[src/rtl/sdram_port_arbiter_if.sv]
// Bundle of the CPU, FDC and SDRAM-port signals around sdram_port_arbiter.
// slave = arbiter view (serves requesters, drives the sdram toggle port).
// master = environment view (requesters plus sdram controller).
interface sdram_port_arbiter_if #(
  parameter int ADDR_W = 16
);
  logic              cpu_req;
  logic              cpu_we;
  logic [ADDR_W-1:0] cpu_a;
  logic [7:0]        cpu_d;
  logic [7:0]        cpu_q;
  logic              cpu_ack;

  logic              fdc_req;
  logic              fdc_we;
  logic [ADDR_W-1:0] fdc_a;
  logic [7:0]        fdc_d;
  logic [7:0]        fdc_q;
  logic              fdc_ack;

  logic              sd_req;
  logic              sd_ack;
  logic [ADDR_W-2:0] sd_a;
  logic [1:0]        sd_ds;
  logic              sd_we;
  logic [15:0]       sd_d;
  logic [15:0]       sd_q;

  logic              err;

  modport slave (
    input  cpu_req, cpu_we, cpu_a, cpu_d,
    output cpu_q, cpu_ack,
    input  fdc_req, fdc_we, fdc_a, fdc_d,
    output fdc_q, fdc_ack,
    output sd_req, sd_a, sd_ds, sd_we, sd_d,
    input  sd_ack, sd_q,
    output err
  );

  modport master (
    output cpu_req, cpu_we, cpu_a, cpu_d,
    input  cpu_q, cpu_ack,
    output fdc_req, fdc_we, fdc_a, fdc_d,
    input  fdc_q, fdc_ack,
    input  sd_req, sd_a, sd_ds, sd_we, sd_d,
    output sd_ack, sd_q,
    input  err
  );
endinterface

[src/rtl/sdram_port_arbiter.sv]
// Shares one toggle-handshake SDRAM port between the Oric CPU bus and the FDC buffer.
// Latency: req to ack is 3 cycles plus sdram turnaround; one access in flight at a time.
// Backpressure: requesters hold req until the 1-cycle ack; a hung sdram aborts after
// TIMEOUT_CYC wait cycles (sticky err, q=FF). Define ARB_RR_EN for round-robin ties.
module sdram_port_arbiter #(
  parameter int ADDR_W      = 16,
  parameter int TIMEOUT_CYC = 255
) (
  input logic                 clk,
  input logic                 reset_n,
  sdram_port_arbiter_if.slave bus
);

  typedef enum logic [1:0] {
    IDLE  = 2'd0,
    ISSUE = 2'd1,
    WAIT  = 2'd2,
    DONE  = 2'd3
  } state_t;

  // Last timer value that still counts as waiting; the wait cycle holding it aborts.
  localparam logic [7:0] TMO_LAST = 8'(TIMEOUT_CYC - 1);

  state_t            state;
  logic              sel_fdc;
  logic              lat_we;
  logic [ADDR_W-1:0] lat_a;
  logic [7:0]        lat_d;
  logic [7:0]        timer;

  logic              sd_req_r;
  logic [ADDR_W-2:0] sd_a_r;
  logic [1:0]        sd_ds_r;
  logic              sd_we_r;
  logic [15:0]       sd_d_r;

  logic [7:0]        cpu_q_r;
  logic [7:0]        fdc_q_r;
  logic              cpu_ack_r;
  logic              fdc_ack_r;
  logic              err_r;

  logic              grant_fdc;
  logic [7:0]        rd_byte;

`ifdef ARB_RR_EN
  logic              last_grant_fdc;

  // Round-robin: on a tie the requester that lost last time wins.
  always_comb begin
    grant_fdc = bus.fdc_req && (!bus.cpu_req || !last_grant_fdc);
  end
`else
  // Fixed priority: the FDC only wins when the CPU is not asking.
  always_comb begin
    grant_fdc = bus.fdc_req && !bus.cpu_req;
  end
`endif

  // Odd byte addresses live in the upper lane of the sdram word.
  assign rd_byte = lat_a[0] ? bus.sd_q[15:8] : bus.sd_q[7:0];

  // Access sequencer: grant, issue toggle, wait for ack or timeout, pulse ack.
  always_ff @(posedge clk) begin
    if (!reset_n) begin
      state     <= IDLE;
      sel_fdc   <= 1'b0;
      lat_we    <= 1'b0;
      lat_a     <= '0;
      lat_d     <= 8'h00;
      timer     <= 8'h00;
      sd_req_r  <= 1'b0;
      sd_a_r    <= '0;
      sd_ds_r   <= 2'b00;
      sd_we_r   <= 1'b0;
      sd_d_r    <= 16'h0000;
      cpu_q_r   <= 8'h00;
      fdc_q_r   <= 8'h00;
      cpu_ack_r <= 1'b0;
      fdc_ack_r <= 1'b0;
      err_r     <= 1'b0;
`ifdef ARB_RR_EN
      last_grant_fdc <= 1'b1;
`endif
    end else begin
      case (state)
        IDLE: begin
          if (bus.cpu_req || bus.fdc_req) begin
            sel_fdc <= grant_fdc;
            lat_we  <= grant_fdc ? bus.fdc_we : bus.cpu_we;
            lat_a   <= grant_fdc ? bus.fdc_a  : bus.cpu_a;
            lat_d   <= grant_fdc ? bus.fdc_d  : bus.cpu_d;
`ifdef ARB_RR_EN
            last_grant_fdc <= grant_fdc;
`endif
            state   <= ISSUE;
          end
        end
        ISSUE: begin
          sd_a_r   <= lat_a[ADDR_W-1:1];
          sd_ds_r  <= lat_a[0] ? 2'b10 : 2'b01;
          sd_we_r  <= lat_we;
          sd_d_r   <= {lat_d, lat_d};
          sd_req_r <= ~sd_req_r;
          timer    <= 8'h00;
          state    <= WAIT;
        end
        WAIT: begin
          if (bus.sd_ack == sd_req_r) begin
            if (!lat_we) begin
              if (sel_fdc) fdc_q_r <= rd_byte;
              else         cpu_q_r <= rd_byte;
            end
            if (sel_fdc) fdc_ack_r <= 1'b1;
            else         cpu_ack_r <= 1'b1;
            state <= DONE;
          end else if (timer == TMO_LAST) begin
            err_r <= 1'b1;
            if (sel_fdc) begin
              fdc_q_r   <= 8'hFF;
              fdc_ack_r <= 1'b1;
            end else begin
              cpu_q_r   <= 8'hFF;
              cpu_ack_r <= 1'b1;
            end
            state <= DONE;
          end else begin
            timer <= timer + 8'd1;
          end
        end
        DONE: begin
          cpu_ack_r <= 1'b0;
          fdc_ack_r <= 1'b0;
          state     <= IDLE;
        end
        default: state <= IDLE;
      endcase
    end
  end

  assign bus.sd_req  = sd_req_r;
  assign bus.sd_a    = sd_a_r;
  assign bus.sd_ds   = sd_ds_r;
  assign bus.sd_we   = sd_we_r;
  assign bus.sd_d    = sd_d_r;
  assign bus.cpu_q   = cpu_q_r;
  assign bus.fdc_q   = fdc_q_r;
  assign bus.cpu_ack = cpu_ack_r;
  assign bus.fdc_ack = fdc_ack_r;
  assign bus.err     = err_r;

endmodule
[src/flat_wrapper.sv]
// flat-port wrapper written by rule: the top's interface ports become plain ports
module sdram_port_arbiter_flat 
#(
  parameter int ADDR_W      = 16,
  parameter int TIMEOUT_CYC = 255
)
  (clk, reset_n, bus_cpu_req, bus_cpu_we, bus_cpu_a, bus_cpu_d, bus_cpu_q, bus_cpu_ack, bus_fdc_req, bus_fdc_we, bus_fdc_a, bus_fdc_d, bus_fdc_q, bus_fdc_ack, bus_sd_req, bus_sd_a, bus_sd_ds, bus_sd_we, bus_sd_d, bus_sd_ack, bus_sd_q, bus_err);
  sdram_port_arbiter_if #(.ADDR_W(ADDR_W)) bus_i ();
  input logic clk;
  input logic reset_n;
  input wire logic [$bits(bus_i.cpu_req)-1:0] bus_cpu_req;
  input wire logic [$bits(bus_i.cpu_we)-1:0] bus_cpu_we;
  input wire logic [$bits(bus_i.cpu_a)-1:0] bus_cpu_a;
  input wire logic [$bits(bus_i.cpu_d)-1:0] bus_cpu_d;
  output wire logic [$bits(bus_i.cpu_q)-1:0] bus_cpu_q;
  output wire logic [$bits(bus_i.cpu_ack)-1:0] bus_cpu_ack;
  input wire logic [$bits(bus_i.fdc_req)-1:0] bus_fdc_req;
  input wire logic [$bits(bus_i.fdc_we)-1:0] bus_fdc_we;
  input wire logic [$bits(bus_i.fdc_a)-1:0] bus_fdc_a;
  input wire logic [$bits(bus_i.fdc_d)-1:0] bus_fdc_d;
  output wire logic [$bits(bus_i.fdc_q)-1:0] bus_fdc_q;
  output wire logic [$bits(bus_i.fdc_ack)-1:0] bus_fdc_ack;
  output wire logic [$bits(bus_i.sd_req)-1:0] bus_sd_req;
  output wire logic [$bits(bus_i.sd_a)-1:0] bus_sd_a;
  output wire logic [$bits(bus_i.sd_ds)-1:0] bus_sd_ds;
  output wire logic [$bits(bus_i.sd_we)-1:0] bus_sd_we;
  output wire logic [$bits(bus_i.sd_d)-1:0] bus_sd_d;
  input wire logic [$bits(bus_i.sd_ack)-1:0] bus_sd_ack;
  input wire logic [$bits(bus_i.sd_q)-1:0] bus_sd_q;
  output wire logic [$bits(bus_i.err)-1:0] bus_err;
  assign bus_i.cpu_req = bus_cpu_req;
  assign bus_i.cpu_we = bus_cpu_we;
  assign bus_i.cpu_a = bus_cpu_a;
  assign bus_i.cpu_d = bus_cpu_d;
  assign bus_cpu_q = bus_i.cpu_q;
  assign bus_cpu_ack = bus_i.cpu_ack;
  assign bus_i.fdc_req = bus_fdc_req;
  assign bus_i.fdc_we = bus_fdc_we;
  assign bus_i.fdc_a = bus_fdc_a;
  assign bus_i.fdc_d = bus_fdc_d;
  assign bus_fdc_q = bus_i.fdc_q;
  assign bus_fdc_ack = bus_i.fdc_ack;
  assign bus_sd_req = bus_i.sd_req;
  assign bus_sd_a = bus_i.sd_a;
  assign bus_sd_ds = bus_i.sd_ds;
  assign bus_sd_we = bus_i.sd_we;
  assign bus_sd_d = bus_i.sd_d;
  assign bus_i.sd_ack = bus_sd_ack;
  assign bus_i.sd_q = bus_sd_q;
  assign bus_err = bus_i.err;
  sdram_port_arbiter #(.ADDR_W(ADDR_W), .TIMEOUT_CYC(TIMEOUT_CYC)) u_core (.clk(clk), .reset_n(reset_n), .bus(bus_i));
endmodule
[config.mk]
export PLATFORM = sky130hd
export DESIGN_NAME = sdram_port_arbiter_flat
export DESIGN_NICKNAME = d
export VERILOG_FILES = /design/src/rtl/sdram_port_arbiter_if.sv /design/src/rtl/sdram_port_arbiter.sv /design/src/flat_wrapper.sv
export SDC_FILE = /design/constraint.sdc
export NUM_CORES = 1
export LEC_CHECK = 0
export BUFFER_PORTS_ARGS = -buffer_cell sky130_fd_sc_hd__buf_2
export CORE_ASPECT_RATIO = 1.4
export CORE_UTILIZATION = 50
export CTS_CLUSTER_SIZE = 16
export DETAILED_ROUTE_END_ITERATION = 6
export PLACE_DENSITY_LB_ADDON = 0.25
export SLEW_MARGIN = 20
export SYNTH_ARGS = -nofsm -noshare
export SYNTH_HDL_FRONTEND = slang
export SYNTH_SLANG_ARGS = --single-unit
[constraint.sdc]
create_clock -name clk -period 2.3 [get_ports clk]
set_clock_uncertainty 0.1 [all_clocks]
set_input_delay 0.345 -clock clk [delete_from_list [all_inputs] [get_ports clk]]
set_output_delay 0.345 -clock clk [all_outputs]
set_load 0.01 [all_outputs]
==> flow_summary.toml, run 1 <==
[placement]
dp.final_hpwl_um = 5370
place_congestion = 0.858
port_buffers = 124

[logic_synthesis]
synth_area_mm2 = 0.00359
async_flop_share = 0
syn_inst = 367
yosysSeqAreaShare = 0.457
syn_area_per_cell_um2 = 9.79
yosys_warnings = 0
synth_edf_count = 0
yosys.cell_types.count = 39
synth_ff_type = "dfxtp_1"
synth_nets = 444
ys_ff_latch = 82

[critical_path]
worstPathArrival_ns = 2.35
critPathRequiredTime_ns = 2.48
rr_startpoint = "u_core.timer[0]"
reg2reg_to = "u_core.timer[5]"
path_max_fanout = 7
reg2reg_depth = 6
critPathKind = "reg -> reg"
end_kind = "flip-flop"
start_kind = "flip-flop"
rrSetupSlack_ns = 0.13

[layout]
nets = 551
final_common_cell = "buf_2"
final_cell_mix = "124 x buf_2, 82 x dfxtp_1, 60 x mux2i_1"
final_util = 0.643
areaGrowthSynthToFinish_pct = 24.2
drive_gt1_frac = 0.357
n_antenna_cell = 0

[floorplan]
row_count = 36
die-width_um = 73.7
core_mm2 = 0.00694
start_util = 0.518
die_area_mm2 = 0.00753
die_h_um = 102
ios = 125

[power_and_ir_drop]
powerDensity_mw_per_mm2 = 1030
ir_drop_uv = 681
power_frac_comb = 0.355
cell_internal_pwr_mw = 3.00
switching_power_mw = 1.58
switching_share = 0.346
power_frac_seq = 0.417
clkPwrFrac = 0.227
p_leak_nw = 1.98

[global_route]
grt_pass1_wl_um = 12000
overflow = 0
grt_max_degree = 51
globalRouteTotalUtil = 0.206
grt_pass1_vias = 2617
grt_antenna_before_repair = 0

[run_status]
status = "completed"

[cts]
cts_hold_buf = 0
cts.repair.resized = 0
clock_sinks = 82
cts_tree = "yes"
clkTransAtPathRegs_ns = 0.08
root_buffer = "clkbuf_8"
numCtsBuffers = 9
clock_path_buffers = 2
cts_setup_buffers = 0
h-tree-depth = 3
clk_latency_ns = 0.35

[timing]
slew_headroom = 0.611
finalSetupViolCount = 0
slew_viol_final = 0
finalCritPeriodShare = 0.943
tightest_slew_ns = 0.583
layout_min_cycle_time_ns = 2.17
grt_setup_unrepaired = "no"
hold_viol = 0
fmax_mhz = 461
finalSetupTns_ns = 0

[detailed_routing]
postRouteAntennaNets = 0
top_layer_used = "met4"
met1_length_um = 3310
drt_pass1_iterations = 5
wl_met2_um = 3930
vias = 2986
drc = 0
drtIter0Drc = 108
route.met3.wl_um = 303
wire_per_inst_um = 13.4
routed_wl_um = 7680
drt-vias-per-instance = 5.20

[min_path]
hold_end = "u_core.sel_fdc"
min_from = "bus_cpu_req"
whs_path_depth = 2
min_path_type = "in -> reg"

[job]
max_cap_violations = 0
kinds of logic after synthesis:
| family | Yosys count | synth area share |
|---|---|---|
| AOI/OAI and AO/OA | 66 | 0.156 |
| xor gates and xnor gates | 3 | 0.00940 |
| adders and majority gates | 6 | 0.0209 |
| buffers and inverters | 41 | 0.0529 |
| DFF | 82 | 0.457 |
| muxes | 60 | 0.167 |
| and+or+nand+nor | 109 | 0.137 |
flip-flops by register name, summed over array words and instances, names as in the netlist, 8 cells and up:
name	flops
u_core.lat_d	8
u_core.bus.cpu_q	8
u_core.timer	8
u_core.lat_a	16
u_core.bus.sd_a	15
u_core.bus.sd_d	8
u_core.bus.fdc_q	8
through the flow:
step                      instance area (µm²)  hold WS, ns  power (mW)  std cells  worst slack (ns)
after CTS                                4460        0.134        4.61        574             0.141
after floorplan                          3590        0.345        3.06        367             0.200
after detailed placement                 4260        0.363        3.58        558             0.141
final                                    4460        0.145        4.58        574             0.131
after global routing                     4460        0.154        4.87        574            0.0371
after global placement                   4260        0.364        3.53        558             0.222
routing by layer:
layer / GRT usage / vias to the layer above
met5: 0 / -
met4: 0.0858 / 0
met3: 0.0483 / 10
met2: 0.347 / 70
met1: 0.251 / 1369
li1: - / 1537
synth_stat cells, types with 2 or more instances:
library cell	number	area, µm²
o31a_1	4	35.0
ha_1	6	75.1
nor2_1	55	206
dfxtp_1	82	1640
and3_1	3	18.8
nand3_1	3	15.0
a21oi_1	3	15.0
or2_2	2	12.5
nand2_1	21	78.8
xnor2_1	2	17.5
or4_1	2	15.0
nand2b_1	4	25.0
nor4_1	2	12.5
inv_1	5	18.8
buf_2	5	25.0
buf_4	8	60.1
mux2i_1	60	601
nor3_1	2	10.0
or3_1	2	12.5
nand4_1	5	31.3
a21oi_2	2	17.5
o221a_2	17	191
nor2b_1	6	37.5
o311a_1	2	20.0
a211oi_1	27	203
a31oi_1	3	18.8
clkbuf_1	16	60.1
buf_1	7	26.3
how the worst max path moves through the flow:
stage,startpoint,endpoint,slack (ns),cells after the start
3_5_place_dp,u_core.timer[0],u_core.timer[5],0.14,6
2_1_floorplan,u_core.timer[0],u_core.timer[5],0.20,7
6_report,u_core.timer[0],u_core.timer[5],0.13,6
5_1_grt,u_core.timer[0],u_core.timer[5],0.04,6
4_1_cts,u_core.timer[0],u_core.timer[5],0.14,6
3_3_place_gp,u_core.timer[0],u_core.timer[5],0.22,6
worst max-delay path: stages (launching register included):
cell	delay [ns]
dfxtp_1	0.45
inv_1	0.10
ha_1	0.22
and4_1	0.26
or4_1	0.53
or3_1	0.32
a31oi_1	0.15
power by group through the flow:
stage          logic [mW]  registers (mW)  clock network (mW)
4_1_cts              1.64            1.91                1.05
3_5_place_dp         1.63            1.95                   0
2_1_floorplan        1.11            1.95                   0
5_1_grt              1.78            1.96                1.13
6_report             1.63            1.91                1.04
3_3_place_gp         1.61            1.93                   0
cell type report:
cell class / count / area [µm²]
Tap cell: 95 / 119
Fill cell: 612 / 2470
Timing Repair Buffer: 132 / 706
Multi-Input combinational cell: 244 / 1780
Clock buffer: 14 / 163
Inverter: 5 / 18.8
Sequential cell: 82 / 1640
Clock inverter: 2 / 35.0
Power figures use the tool's default switching activity.
==> run 2: changes to the inputs <==
CTS_BUF_LIST = sky130_fd_sc_hd__clkbuf_8 sky130_fd_sc_hd__clkbuf_16   (was default)
GPL_ROUTABILITY_DRIVEN = 0   (was default)
HOLD_SLACK_MARGIN = 0.15   (was default)
==> flow_summary.toml, run 2 (same netlist as run 1, synthesis figures left out) <==
[run_status]
status = "completed"

[cts]
root_buffer = "clkbuf_8"
cts_tree = "yes"
clk_latency_ns = 0.35
numCtsBuffers = 9
cts_setup_buffers = 0
clock_path_buffers = 2
h-tree-depth = 3
clock_sinks = 82
clkTransAtPathRegs_ns = 0.09

[critical_path]
end_kind = "flip-flop"
setup.worst_path.start = "u_core.timer[0]"
rrSetupSlack_ns = 0.13
rr_startpoint = "u_core.timer[0]"
start_kind = "flip-flop"
critPathKind = "reg -> reg"
path_max_fanout = 7
worstPathArrival_ns = 2.35
critPathRequiredTime_ns = 2.48
reg2reg_to = "u_core.timer[5]"
reg2reg_depth = 6

[power_and_ir_drop]
finalPower_mw = 4.58
clkPwrFrac = 0.227
power_frac_seq = 0.418
switching_power_mw = 1.62
cell_internal_pwr_mw = 2.96
p_leak_nw = 1.98
switching_share = 0.353
ir_drop_uv = 590
power_frac_comb = 0.355
powerDensity_mw_per_mm2 = 1020

[global_route]
grt_antenna_before_repair = 0
globalRouteTotalUtil = 0.209
grt_pass1_vias = 2676
grt_pass1_wl_um = 12100
overflow = 0
grt_max_degree = 51

[layout]
nets = 552
drive_gt1_frac = 0.360
final_common_cell = "buf_2"
top_register = "u_core.lat_a"
areaGrowthSynthToFinish_pct = 24.6
n_antenna_cell = 0
multi_input_area_mm2 = 0.00178
seq_area_mm2 = 0.00164
fillers = 613
final_cell_mix = "124 x buf_2, 82 x dfxtp_1, 60 x mux2i_1"
largest_register_ffs = 16

[timing]
tightest_slew_ns = 0.633
finalSetupViolCount = 0
layout_min_cycle_time_ns = 2.17
fin_ws_ns = 0.133
hold_viol = 0
finalCritPeriodShare = 0.942
fmax_mhz = 461
grt_setup_unrepaired = "no"
finalSetupTns_ns = 0
slew_viol_final = 0
slew_headroom = 0.578

[floorplan]
start_util = 0.518
die-width_um = 73.7
die_h_um = 102
row_count = 36
die_area_mm2 = 0.00753
ios = 125
core_mm2 = 0.00694

[job]
max_cap_violations = 0

[detailed_routing]
drc = 0
wire_per_inst_um = 13.6
vias = 3045
routed_wl_um = 7800
drt-vias-per-instance = 5.30
postRouteAntennaNets = 0
drtIter0Drc = 145
drt_pass1_iterations = 4

[min_path]
whs_path_depth = 3
min_path_type = "in -> reg"
min_from = "reset_n"
hold_end = "u_core.sel_fdc"

[placement]
port_buffers = 124
dp.final_hpwl_um = 5480
preCtsSetupSlack_ns = 0.124
run 2: cell count changes in the layout (fill, tap and decap cells not counted):
cell,change
clkbuf_1,-3
clkinvlp_4,+3
inv_1,+1
dlygate4sd3_1,+1
inv_6,+1
clkbuf_8,-1
clkinv_2,-1
run 2: worst max-delay path, stage by stage (launching register included):
cell and delay [ns]:
dfxtp_1 0.43, inv_1 0.09, ha_1 0.21, and4_1 0.26
or4_1 0.53, or3_1 0.32, a31oi_1 0.16
run 2: worst max-delay path by stage:
stage	to	slack, ns	cells past startpoint
CTS	u_core.timer[5]	0.14	6
global placement	u_core.timer[5]	0.22	6
floorplan	u_core.timer[5]	0.20	7
finish	u_core.timer[5]	0.13	6
global route	u_core.timer[5]	0.05	6
detailed placement	u_core.timer[5]	0.12	6
run 2: metal layers:
layer | up-vias | global-route usage | part of all wire
met4 | 0 | 0.0710 | 0.017
met2 | 89 | 0.373 | 0.52
met3 | 11 | 0.0483 | 0.048
met5 | - | 0 | 0
met1 | 1411 | 0.241 | 0.42
li1 | 1534 | - | -
run 2: what timing repair did:
item | 4_1_cts | 5_1_grt
hold buffers | 1 | 0
resized for setup | 0 | 0
endpoints found under the hold margin | 1 | 0
run 2: power groups by stage:
stage	registers, mW	clock network (mW)	logic [mW]
detailed placement	1.95	0	1.64
CTS	1.92	1.06	1.65
floorplan	1.95	0	1.11
finish	1.91	1.04	1.62
global route	1.95	1.13	1.81
global placement	1.93	0	1.59
run 2: cell type report:
type / instances / area share
inverter: 5 / 0.00419
timing repair buffer: 133 / 0.160
tap: 95 / 0.0266
clock inverter: 6 / 0.0145
sequential: 82 / 0.367
multi-input combinational: 244 / 0.397
clock buffer: 10 / 0.0307
run 2: per-stage QoR:
stage / hold slack [ns] / instance area [µm²] / instances / util
after floorplan: 0.345 / 3590 / 367 / -
after global routing: 0.214 / 4480 / 575 / 0.645
after global placement: 0.370 / 4260 / 558 / 0.615
after CTS: 0.215 / 4480 / 575 / 0.645
after detailed placement: 0.364 / 4260 / 558 / 0.615
final: 0.218 / 4480 / 575 / 0.645
